## src/rtl/aw_addr_queue.sv

```systemverilog
// aw_addr_queue: AXI4-Lite AW-channel address queue with entry-time decode.
// Ports: AW* master side, ADDR* consumer side, FLUSH, COUNT, ERRCNT.
module aw_addr_queue #(
  parameter int ADDR_WIDTH = 5,
  parameter int DEPTH      = 4,
  parameter int NUM_REGS   = 8
) (
  input  logic                      clk,
  input  logic                      reset,
  input  logic                      AWVALID,
  input  logic [ADDR_WIDTH-1:0]     AWADDR,
  input  logic [2:0]                AWPROT,
  output logic                      AWREADY,
  output logic                      ADDRVALID,
  input  logic                      ADDRTAKE,
  output logic [ADDR_WIDTH-1:0]     AWADDROUT,
  output logic [2:0]                AWPROTOUT,
  output logic [1:0]                ADDRERR,
  input  logic                      FLUSH,
  output logic [$clog2(DEPTH):0]    COUNT,
  output logic [7:0]                ERRCNT
);

  localparam int PW = $clog2(DEPTH);
  localparam int CW = PW + 1;

  localparam logic [1:0] OKAY   = 2'b00;
  localparam logic [1:0] SLVERR = 2'b10;
  localparam logic [1:0] DECERR = 2'b11;

  typedef struct packed {
    logic [ADDR_WIDTH-1:0] addr;
    logic [2:0]            prot;
    logic [1:0]            code;
  } entry_t;

  entry_t          mem [DEPTH];
  logic [PW-1:0]   wp;
  logic [PW-1:0]   rp;
  logic [CW-1:0]   cnt;
  logic [7:0]      errcnt;

  logic            push;
  logic            pop;
  logic            push_ok;
  logic            dec_hit;
  logic            mis_hit;
  logic [1:0]      code;
  logic [31:0]     widx;
  entry_t          head;

  assign AWREADY   = !reset && (cnt != CW'(DEPTH));
  assign ADDRVALID = (cnt != '0);
  assign push      = AWVALID && AWREADY;
  assign pop       = ADDRVALID && ADDRTAKE;
  // a flush discards any concurrent push, so it must not count as an error
  assign push_ok   = push && !FLUSH;

  assign widx    = 32'(AWADDR[ADDR_WIDTH-1:2]);
  assign dec_hit = (widx >= 32'(NUM_REGS));
  assign mis_hit = (AWADDR[1:0] != 2'b00);

  always_comb begin
    code = OKAY;
    unique case (1'b1)
      dec_hit:            code = DECERR;
      !dec_hit & mis_hit: code = SLVERR;
      default:            code = OKAY;
    endcase
  end

  always_ff @(posedge clk) begin
    if (push_ok) begin
      mem[wp] <= '{addr: AWADDR, prot: AWPROT, code: code};
    end
  end

  always_ff @(posedge clk or posedge reset) begin
    if (reset) begin
      wp  <= '0;
      rp  <= '0;
      cnt <= '0;
    end else if (FLUSH) begin
      wp  <= '0;
      rp  <= '0;
      cnt <= '0;
    end else begin
      if (push) wp <= wp + 1'b1;
      if (pop)  rp <= rp + 1'b1;
      if (push && !pop)
        cnt <= cnt + 1'b1;
      else if (pop && !push)
        cnt <= cnt - 1'b1;
    end
  end

  always_ff @(posedge clk or posedge reset) begin
    if (reset) begin
      errcnt <= '0;
    end else if (push_ok && (code != OKAY) && (errcnt != 8'hff)) begin
      errcnt <= errcnt + 8'd1;
    end
  end

  assign head = mem[rp];

  always_comb begin
    AWADDROUT = '0;
    AWPROTOUT = '0;
    ADDRERR   = '0;
    if (ADDRVALID) begin
      AWADDROUT = head.addr;
      AWPROTOUT = head.prot;
      ADDRERR   = head.code;
    end
  end

  assign COUNT  = cnt;
  assign ERRCNT = errcnt;

endmodule

```

## config.mk

```make
export PLATFORM = sky130hd
export DESIGN_NAME = aw_addr_queue
export DESIGN_NICKNAME = d
export VERILOG_FILES = /design/src/rtl/aw_addr_queue.sv
export SDC_FILE = /design/constraint.sdc
export NUM_CORES = 1
export LEC_CHECK = 0
export CAP_MARGIN = 20
export CORE_MARGIN = 2
export CORE_UTILIZATION = 45
export DETAILED_ROUTE_END_ITERATION = 10
export DONT_BUFFER_PORTS = 1
export GPL_ROUTABILITY_DRIVEN = 0
export PLACE_DENSITY = 0.71
export SLEW_MARGIN = 10
export SYNTH_ARGS = -nofsm -noshare
export SYNTH_HDL_FRONTEND = slang
export SYNTH_SLANG_ARGS = --single-unit
export TNS_END_PERCENT = 5
```

## constraint.sdc

```tcl
create_clock -name clk -period 2.6 [get_ports clk]
set_clock_uncertainty 0.1 [all_clocks]
set_input_delay 0.39 -clock clk [delete_from_list [all_inputs] [get_ports clk]]
set_output_delay 0.39 -clock clk [all_outputs]
set_load 0.02 [all_outputs]
```

---- Yosys cells after proc, flatten, opt, wreduce, memory -nomap -nowiden ----
Memories as Yosys holds them, arrays and structs flattened.
Index checks and enable logic that the tools add are counted.
word-level totals
  register bits ........................... 15
  bits in latches ......................... 0
  RAM bits ................................ 40
  memory bits (read-only) ................. 0
  input bits .............................. 13
  output and inout port bits .............. 23
  memories ................................ 1
cells by class
  add/sub/neg operators ................... 5
  multiply operators ...................... 0
  divide/modulo/power cells ............... 0
  $lt $le $gt $ge ......................... 1
  equal/unequal tests ..................... 2
  shift-type cells ........................ 0
  multiplexer cells ....................... 13
  bitwise operators ....................... 1
  reductions and logical operators ........ 19
memory list
  memory  depth  bits a word  read ports  clocked after Yosys merged registers in  wr ports  RTL line  RTL
  mem     4      10           1           0                                        1         37        entry_t mem [DEPTH];
operators by type and width
  kind                 number
  $mux 3               4
  $mux 2               5
  $add 8x1->8 const B  1
  $logic_and 1x1->1    8
  $ne 8x8->1 const B   1
  $reduce_bool 2->1    4
  $reduce_bool 3->1    2
  $logic_not 1->1      5
  $mux 5               1
  $add 2x1->2 const B  2
  $ge 3x4->1 const B   1
  $pmux 2 s2           1
  $add 3x1->3 const B  1
  $ne 3x3->1 const B   1
  $sub 3x1->3 const B  1
  $mux 1               2
  $and 1x1->1          1

---- Depth between registers and ports, before layout ----
  depth after elaboration ................. 8
  gate-level depth with buffers ........... 8

---- Least setup slack after synthesis ----
No wires, ideal clock.
  kind .................................... register to register
  from .................................... register cnt[0], in the netlist COUNT[0]
  to ...................................... register cnt[2], in the netlist COUNT[2]
  setup time .............................. 0.125 ns
  arrival ................................. 2.248 ns
  required time ........................... 2.375 ns
  path slack .............................. 0.127 ns
  stages on the path, launching flop included .. 9
  buffers on the path ..................... 2
  clock period less this slack ............ 2.473 ns
  cell sequence ........................... dfrtp_1 > or3_1 > buf_6 > clkbuf_1 > a21oi_1 > fa_1 > a2111oi_4 > a41oi_2 > mux2_4
on the way
  longest elaborated chain between the ends .. 6
  elaborated cells on any way between the ends .. 15
RTL lines
  item                      RTL line  RTL
  start: declaration        40        logic [CW-1:0] cnt;
  start signal: assignment  91        cnt <= cnt + 1'b1;
  start signal: assignment  93        cnt <= cnt - 1'b1;
  $reduce_bool 3->1 (*)     53        assign ADDRVALID = (cnt != '0);
  net ADDRVALID             14        output logic ADDRVALID,
  $logic_and 1x1->1 (*)     55        assign pop = ADDRVALID && ADDRTAKE;
  $logic_not 1->1           90        if (push && !pop)
  $logic_and 1x1->1         90
  $mux 3                    90
  $mux 3                    83        end else if (FLUSH) begin
Mark *: on every way through the listed nets, which the timed path passes. The rest lies on a longest branch. The select of a mux whose other input is x is not followed.
A chain may end at the register's enable or synchronous reset.

---- Worst setup path after layout ----
  from .................................... register cnt[0], in the netlist COUNT[0]
  to ...................................... register cnt[2], in the netlist COUNT[2]
on the way
  longest elaborated chain between the ends .. 6
  elaborated cells on any way between the ends .. 15
RTL lines
  item
  branches (longest 6 deep; another with $sub 3x1->3)
Parallel ways; which one is timed is not known. The select of a mux whose other input is x is not followed.

==> results.yml <==
power_and_ir_drop:
  p_int_w: 0.00146
  p_switching_w: 0.000841
  irDropWorstVdd_mv: 0.380
  sequentialPowerShare_pct: 45.9
  pwr-share-clk_pct: 19.0
  power.density_mw_per_mm2: 931
  leakage_nw: 0.903
  swShare_pct: 36.5
  combinationalPowerShare_pct: 35.1
timing:
  tns_ps: 0
  max_freq_mhz: 410
  fin_ws_ps: 159
  slew_viol_final: 0
  max_slew_margin_pct: 65.6
  fin_crit_sh_pct: 93.9
  setup_violations: 0
  layout_min_cycle_time_ps: 2440
  rsz0062_at_grt: "false"
  hold_viol_final: 0
  worst_pin_slew_ps: 516
final_layout:
  seq_area_mm2: 0.00146
  fillCellCount: 413
  nets: 174
  design_area_mm2: 0.00247
  area_delta_synth_final_pct: 8.26
  n_antenna_cell: 0
  final_cells: 223
  multiInputGateArea_um2: 776
  drive_gt1_share_pct: 19.9
grt:
  grt_pass1_vias: 1264
  grt_pass1_wl_mm: 6.07
  grt_busiest_layer: "met2"
  met2_usage_pct: 26.5
  track_usage_pct: 15.1
  antenna_found_initial: 0
  grt_use_met3_pct: 7.10
  met1_usage_pct: 16.0
  grt_max_degree: 16
  grt_remaining_overflow: 0
die:
  die_width_um: 75.3
  row_count: 25
  initial_core_util_pct: 47.5
  die_y_um: 75.3
  die_area_mm2: 0.00567
  core_area_mm2: 0.00482
  io_pins: 36
logic_synthesis:
  seq_area_frac_synth_pct: 63.7
  syn_inst: 147
  synth-seq-cells: 51
  syn_area_per_cell_um2: 15.6
  synth_top_area_share_pct: 47.3
  yosysWarnings: 0
  synthDistinctLibCells: 34
  synthTopCellsByArea: "edfxtp_1 47%, dfrtp_1 16%, mux4_2 8.9%, ha_1 2.7%, and2_1 2.5%"
  syn-cell-area_mm2: 0.00229
  synthesis.nets: 166
  yosys.area.top_type: "edfxtp_1"
clock_tree:
  ctsResizeCount: 0
  clk_path_buf_depth: 2
  clock-sinks: 51
  cts.clk_slew.worst_paths_ps: 90
  clk_latency_ps: 300
  cts_max_level: 2
  numCtsBuffers: 5
  tritoncts: "built"
  cts-root-buf: "clkbuf_8"
place:
  portBuffers: 0
  placed_area_mm2: 0.00238
  hpwl_mm: 2.76
  pre_cts_slack_ps: 177
  place_inst: 214
route:
  wl_per_cell_um: 17.3
  drt_wl_total_mm: 3.86
  drt_iter0_markers: 34
  drc_errors: 0
  vias: 1190
  via_per_inst: 5.34
  ant_nets: 0
  first_pass_iters: 4
setup_path:
  slowest_delay_ps: 540
  worstSetupStartpointType: "flop"
  cp_max_fo: 7
  endpoint_kind: "flop"
  crit_chain: "or3b_2, nand3_2, a21oi_1, fa_1, a2111oi_4, a41oi_2, mux2_4"
  critPathKind: "flop to flop"
  cp.required_ps: 2690
  cp_slowest_cell: "or3b_2"
  cp.arrival_ps: 2530
flow_run:
  drv_cap: 0
status:
  status: "complete, no violations"
min_path:
  min_path_type: "primary input to flop"
[power by group through the flow]
| stage | clock [W] | combinational, W | sequential [W] |
|---|---|---|---|
| global placement | 0 | 0.000787 | 0.00107 |
| CTS | 0.000447 | 0.000821 | 0.00106 |
| detailed placement | 0 | 0.000820 | 0.00108 |
| floorplan | 0 | 0.000653 | 0.00109 |
| finish | 0.000437 | 0.000810 | 0.00106 |
| global route | 0.000482 | 0.000880 | 0.00107 |
[per-layer routing]
| metal | up-vias | share of wire (%) |
|---|---|---|
| met1 | 597 | 38 |
| met3 | 5 | 8.0 |
| li1 | 552 | - |
| met4 | 0 | 1.2 |
| met5 | - | 0 |
| met2 | 36 | 52 |
[final cells by class]
cell class,count,area share (%)
well taps,67,3.39
clock buffers,6,2.93
inverters,5,0.758
repair buffers,7,2.22
clock inverters,2,0.506
flip-flops and latches,51,58.8
multi-input cells,85,31.3
[kinds of logic (layout without fill, tap and decap cells)]
logic type,after synthesis,after routing,share of synthesized area (%)
compound gates,4,4,2.35
xor+xnor,11,11,4.21
mux,13,13,11.0
flops,51,51,63.7
fa+ha+maj,6,6,3.61
other cells,1,1,0.164
simple gates,50,50,12.6
buf+inv,11,20,2.35
[flip-flops by register name, summed over array words and instances, names as in the netlist]
| register | count |
|---|---|
| wp | 2 |
| COUNT | 3 |
| ERRCNT | 8 |
| rp | 2 |
| mem | 36 |
[synth_stat cells]
master	instances
nand4_1	1
ha_1	5
conb_1	1
nor4_1	2
and3_1	6
nor2b_1	1
or3b_2	1
a41oi_2	1
buf_6	1
nor3b_1	2
and2_1	9
nand3_1	7
mux4_2	9
nand3_2	1
xnor2_1	6
nor2_1	9
or2_2	1
nand2b_1	2
mux2_4	1
mux2_2	3
buf_2	1
a21oi_1	2
buf_4	1
dfrtp_1	15
nand2_1	4
inv_1	5
or3_1	1
edfxtp_1	36
nor4b_1	1
a2111oi_4	1
fa_1	1
clkbuf_1	3
xor2_1	5
and4_1	2
[through the flow]
stage,utilization (%),power [W],hold slack [ps]
3_3_place_gp,49.4,0.00186,237
6_report,51.4,0.00230,34.5
2_1_floorplan,-,0.00174,206
3_5_place_dp,49.4,0.00190,244
5_1_grt,51.4,0.00243,33.1
4_1_cts,51.4,0.00233,32.7
[critical path: cells and delay by family, from the launching register on]
| kind | cells | cell delay, ps |
|---|---|---|
| compound gates | 3 | 370 |
| fa+ha+maj | 1 | 450 |
| flops | 1 | 380 |
| mux | 1 | 310 |
| simple gates | 2 | 710 |
[placed cells by master, fill, tap and decap left out, drive strengths merged, types with 2 or more instances in the layout]
| cell type | instances |
|---|---|
| and3 | 6 |
| mux2 | 4 |
| and4 | 2 |
| nand3 | 8 |
| nor2 | 9 |
| buf | 6 |
| mux4 | 9 |
| inv | 5 |
| xor2 | 5 |
| and2 | 9 |
| nand2 | 4 |
| edfxtp | 36 |
| a21oi | 2 |
| dfrtp | 15 |
| nand2b | 2 |
| nor4 | 2 |
| xnor2 | 6 |
| ha | 5 |
| clkbuf | 6 |
| nor3b | 2 |
[path summary, 6_finish.rpt]
path | start | endpoint | slack [ps] | depth (start not counted)
max | COUNT[0] | COUNT[2] | 160 | 7
min in group asynchronous | reset | ERRCNT[0] | 470 | 3
min | FLUSH | wp[1] | 30 | 1
min reg2reg | rp[0] | rp[0] | 470 | 2
max reg2reg | COUNT[0] | COUNT[2] | 160 | 7
max in group asynchronous | reset | ERRCNT[2] | 1750 | 3
[what timing repair did]
item                                   in CTS  in global routing
hold buffers                                1                  0
setup endpoints to repair                   0                  0
endpoints found under the hold margin      15                  0
setup buffers                               0                  0
No activity file was read; power rests on OpenSTA's default activity.
==> patch 1 (config.mk and constraints unchanged) <==
Make the reset (`reset`) synchronous in 2 clocked blocks.
--- a/src/rtl/aw_addr_queue.sv
+++ b/src/rtl/aw_addr_queue.sv
@@ -76,5 +76,5 @@
   end
 
-  always_ff @(posedge clk or posedge reset) begin
+  always_ff @(posedge clk) begin
     if (reset) begin
       wp  <= '0;
@@ -95,5 +95,5 @@
   end
 
-  always_ff @(posedge clk or posedge reset) begin
+  always_ff @(posedge clk) begin
     if (reset) begin
       errcnt <= '0;
Check against the original RTL: differs if reset is asserted again (counterexample within 4 cycles, from zero or initial values and one cycle with reset high); with reset held inactive, the same outputs for 10 cycles.
==> patch 1 against the unedited design <==
Setup slack gained 0.13 ns. Maximum frequency grew 5.7%. Via count grew 4.6%. Final cell count grew 2.2%. Area after synthesis shrank 1.1%. Design area shrank 1.6%. Sequential cell count grew 2. Routed wire length shrank 1.3%. Critical path depth grew 1. Utilization shrank 0.47 points. Critical path type unchanged.
Power is not compared: it rests on default switching activity, and its combinational part moved more than twofold at a synthesized area within 25%.
==> patch 1: results <==
<?xml version="1.0" encoding="UTF-8"?>
<metrics>
  <group name="placed_design">
    <metric name="dpl.cell_count" unit="">220</metric>
    <metric name="placed_area" unit="um2">2330</metric>
    <metric name="dpl.hpwl" unit="um">2730</metric>
  </group>
  <group name="synth">
    <metric name="post_synth_cell_types" unit="">35</metric>
    <metric name="yosysWarningCount" unit="">0</metric>
    <metric name="syn-num-nets" unit="">178</metric>
    <metric name="synth_compound_gate_area_share" unit="%">4.93</metric>
    <metric name="synthXorXnorAreaFrac" unit="%">1.94</metric>
    <metric name="post_synth_fa_ha_maj_area_fraction" unit="%">4.21</metric>
    <metric name="netlist_top_cells_count" unit="">edfxtp_1, dfxtp_1, and2_1</metric>
    <metric name="async_reset_ff_share" unit="%">0</metric>
    <metric name="post_synth_inst_count" unit="">158</metric>
    <metric name="seq_area_frac_synth" unit="%">62.9</metric>
    <metric name="yosys-top-cells-area" unit="">edfxtp_1, dfxtp_1, mux4_2, ha_1, and2_1</metric>
    <metric name="yosys-mux-area-fraction" unit="%">9.86</metric>
  </group>
  <group name="drt">
    <metric name="top_layer_used" unit="">met4</metric>
    <metric name="wl_met2" unit="um">2000</metric>
    <metric name="postRouteWirelength" unit="um">3810</metric>
    <metric name="via_count" unit="">1245</metric>
    <metric name="dr.first_iter.drc_count" unit="">65</metric>
    <metric name="wl_met3" unit="um">315</metric>
    <metric name="routedLengthMet1" unit="um">1440</metric>
    <metric name="via_density_per_instance" unit="">5.46</metric>
  </group>
  <group name="grt">
    <metric name="gr-usage-met2" unit="%">27.1</metric>
    <metric name="first_global_vias" unit="">1350</metric>
    <metric name="number_of_antenna_violations_at_the_first_check_in_global_routing" unit="">0</metric>
    <metric name="wire_length_of_the_first_global_routing_pass" unit="um">6130</metric>
    <metric name="gr-usage-met1" unit="%">15.7</metric>
    <metric name="grt_use_met3" unit="%">6.02</metric>
    <metric name="grt_use_total" unit="%">15.0</metric>
  </group>
  <group name="worst_setup_path">
    <metric name="max_stage_delay" unit="ns">0.37</metric>
    <metric name="crit_arrival" unit="ns">2.45</metric>
    <metric name="path_max_fanout" unit="">8</metric>
    <metric name="cp_slowest_cell" unit="">fa_1</metric>
  </group>
  <group name="clock_network">
    <metric name="clock_tree.root_cell" unit="">clkbuf_8</metric>
  </group>
  <group name="final_layout">
    <metric name="layout-drive-gt1-share" unit="%">14.9</metric>
    <metric name="nFillCells" unit="">400</metric>
  </group>
  <group name="status">
    <metric name="outcome" unit="">complete, no violations</metric>
  </group>
  <group name="timing">
    <metric name="max-slew-margin-rel" unit="%">61.4</metric>
  </group>
</metrics>
-- patch 1: per-stage QoR --
stage          worst slack [ns]  hold WS [ns]
6_report                  0.291        0.0439
2_1_floorplan            0.0876         0.385
5_1_grt                   0.171        0.0386
3_5_place_dp              0.311         0.364
4_1_cts                   0.277        0.0388
3_3_place_gp              0.426         0.360
-- patch 1: cell families (layout without fill, tap and decap cells) --
family,Yosys count,after routing
compound gates,18,18
buf+inv,15,18
flops,53,53
mux,11,11
other cells,1,1
xor+xnor,5,5
simple gates,48,48
fa+ha+maj,7,7
-- patch 1: report_power, final --
group	internal [mW]	leakage [nW]	total [mW]	switching, mW
clock network	0.284	0.0528	0.533	0.249
registers	0.911	0.462	0.919	0.00761
logic	0.0496	0.295	0.135	0.0851
-- patch 1: worst paths after layout --
check,startpoint,end,slack [ns],cells after the start
min,reset,ERRCNT[0],0.04,1
max reg2reg,COUNT[2],COUNT[2],0.29,8
max,COUNT[2],COUNT[2],0.29,8
min reg2reg,rp[1],register,0.44,2
-- patch 1: worst max-delay path, delay by kind of cell, from the launching register on --
kind                       cells  cell delay [ns]
buffers and inverters          1             0.06
DFF                            1             0.33
and+or+nand+nor                3             0.86
AOI/OAI and AO/OA              1             0.15
xor gates and xnor gates       1             0.15
adders and majority gates      2             0.58
-- patch 1: final cells by class --
class	instances	area, um2	area share [%]
Clock inverter	2	33.8	1.39
Inverter	5	18.8	0.770
Tap cell	67	83.8	3.44
Clock buffer	6	72.6	2.98
Multi-Input combinational cell	90	768	31.5
Timing Repair Buffer	5	37.5	1.54
Sequential cell	53	1420	58.3
==> patch 2 (same settings) <==
Made on the original files. `ADDR_WIDTH`: 5 -> 6.
--- a/src/rtl/aw_addr_queue.sv
+++ b/src/rtl/aw_addr_queue.sv
@@ -2,5 +2,5 @@
 // Ports: AW* master side, ADDR* consumer side, FLUSH, COUNT, ERRCNT.
 module aw_addr_queue #(
-  parameter int ADDR_WIDTH = 5,
+  parameter int ADDR_WIDTH = 6,
   parameter int DEPTH      = 4,
   parameter int NUM_REGS   = 8
Ports: changed (resized AWADDR and AWADDROUT); port bits go from 36 to 38. No check against the original RTL was run, so the function may have changed too.
==> patch 2 against the unedited design <==
Global-route usage grew 0.64 points. Sequential cell count grew 8. Design area grew 14%. Non-clock buffer count grew 1. Power grew 5.7%. Maximum frequency shrank 1.7%. Area after synthesis grew 12%. Via count grew 12%. Setup slack lost 0.042 ns. Synthesized cell count grew 8.2%. Routed wire length grew 15%. Largest power group unchanged.
==> patch 2: results <==
<?xml version="1.0" encoding="UTF-8"?>
<metrics>
  <group name="status">
    <metric name="outcome" unit="">complete, no violations</metric>
  </group>
  <group name="final_layout">
    <metric name="nFillCells" unit="">457</metric>
    <metric name="layout-drive-gt1-share" unit="%">17.7</metric>
    <metric name="nets" unit="">191</metric>
    <metric name="flip_flop_count_of_the_largest_register_after_layout" unit="">44</metric>
  </group>
  <group name="synth">
    <metric name="async_reset_ff_share" unit="%">25.4</metric>
    <metric name="netlist_top_cells_count" unit="">edfxtp_1, dfrtp_1, and2_1</metric>
    <metric name="seq_area_frac_synth" unit="%">66.5</metric>
    <metric name="yosys-top-cells-area" unit="">edfxtp_1, dfrtp_1, mux4_2, and2_1, xor2_1</metric>
    <metric name="number_of_synthesized_flops_with_an_enable_pin" unit="">44</metric>
    <metric name="syn-num-nets" unit="">179</metric>
  </group>
  <group name="pwr">
    <metric name="p_int" unit="mW">1.65</metric>
    <metric name="peakVddDrop" unit="mV">0.440</metric>
    <metric name="clk-power" unit="mW">0.634</metric>
    <metric name="share_seq_of_total_power" unit="%">49.7</metric>
    <metric name="leakage" unit="nW">1.04</metric>
  </group>
  <group name="drt">
    <metric name="dr.first_iter.drc_count" unit="">103</metric>
    <metric name="wl_met3" unit="um">375</metric>
    <metric name="wire_per_inst" unit="um">17.9</metric>
    <metric name="via_count" unit="">1329</metric>
    <metric name="routedLengthMet1" unit="um">1620</metric>
    <metric name="wl_met2" unit="um">2360</metric>
  </group>
  <group name="clock_network">
    <metric name="worst_skew_late_latency" unit="ns">0.32</metric>
    <metric name="clock_tree.root_cell" unit="">clkbuf_8</metric>
    <metric name="clk_transition_reported_paths" unit="ns">0.06</metric>
    <metric name="numCtsBuffers" unit="">9</metric>
    <metric name="ctsHtreeMaxLevel" unit="">3</metric>
  </group>
  <group name="grt">
    <metric name="grt_use_total" unit="%">15.7</metric>
    <metric name="gr-usage-met1" unit="%">15.8</metric>
    <metric name="gr-usage-met2" unit="%">27.1</metric>
    <metric name="grt_use_met3" unit="%">7.27</metric>
    <metric name="pin_count_of_the_biggest_net_entering_global_routing" unit="">17</metric>
    <metric name="first_global_vias" unit="">1448</metric>
  </group>
  <group name="worst_setup_path">
    <metric name="crit_arrival" unit="ns">2.59</metric>
    <metric name="path_max_fanout" unit="">8</metric>
  </group>
  <group name="placed_design">
    <metric name="preCtsSetupSlack" unit="ns">0.158</metric>
    <metric name="placed_area" unit="um2">2650</metric>
  </group>
  <group name="worst_hold_path">
    <metric name="worstHoldPathType" unit="">primary input to register</metric>
  </group>
  <group name="timing">
    <metric name="max-slew-margin-rel" unit="%">60.5</metric>
  </group>
</metrics>
patch 2: kinds of logic after synthesis:
logic type	Yosys count	synth area share (%)
compound gates	3	0.735
xor+xnor	11	3.78
fa+ha+maj	6	3.24
buf+inv	14	2.45
flops	59	66.5
mux	16	11.9
simple gates	50	11.4
patch 2: final cells by class:
cell class                      count  area share [%]
Timing Repair Buffer                8            2.31
Clock inverter                      5           0.755
Sequential cell                    59            60.2
Multi-Input combinational cell     86            28.1
Tap cell                           72            3.20
Inverter                            7           0.932
Clock buffer                       10            4.53
patch 2: per-stage QoR:
step / utilization (%) / std cells / total power [mW] / hold slack, ns
6_report: 51.2 / 247 / 2.44 / 0.0267
5_1_grt: 51.2 / 247 / 2.57 / 0.000522
4_1_cts: 51.0 / 246 / 2.47 / 0.00825
3_5_place_dp: 48.1 / 230 / 1.83 / 0.283
3_3_place_gp: 48.1 / 230 / 1.79 / 0.275
2_1_floorplan: - / 159 / 1.69 / 0.227
patch 2: worst paths after layout:
kind                       cells after the start  slack [ns]        end     start
setup / recovery                               7        0.12   COUNT[2]  COUNT[1]
hold / removal                                 1        0.03      wp[1]     FLUSH
setup reg to reg                               7        0.12   COUNT[2]  COUNT[1]
hold reg to reg                                2        0.48      rp[0]     rp[0]
max in group asynchronous                      3        1.71  ERRCNT[1]     reset
min in group asynchronous                      3        0.51      rp[1]     reset
patch 2: what timing repair did:
action,4_1_cts,5_1_grt
hold endpoints to repair,15,2
setup buffers,0,0
hold buffers,1,1
resized for setup,0,0
patch 2: critical path: stages, from the launching register on:
cell and delay [ns]:
dfrtp_1 0.39, or3b_1 0.52, nand3_4 0.17, a21oi_1 0.08
fa_1 0.42, and3_1 0.19, a32oi_1 0.15, mux2_2 0.35
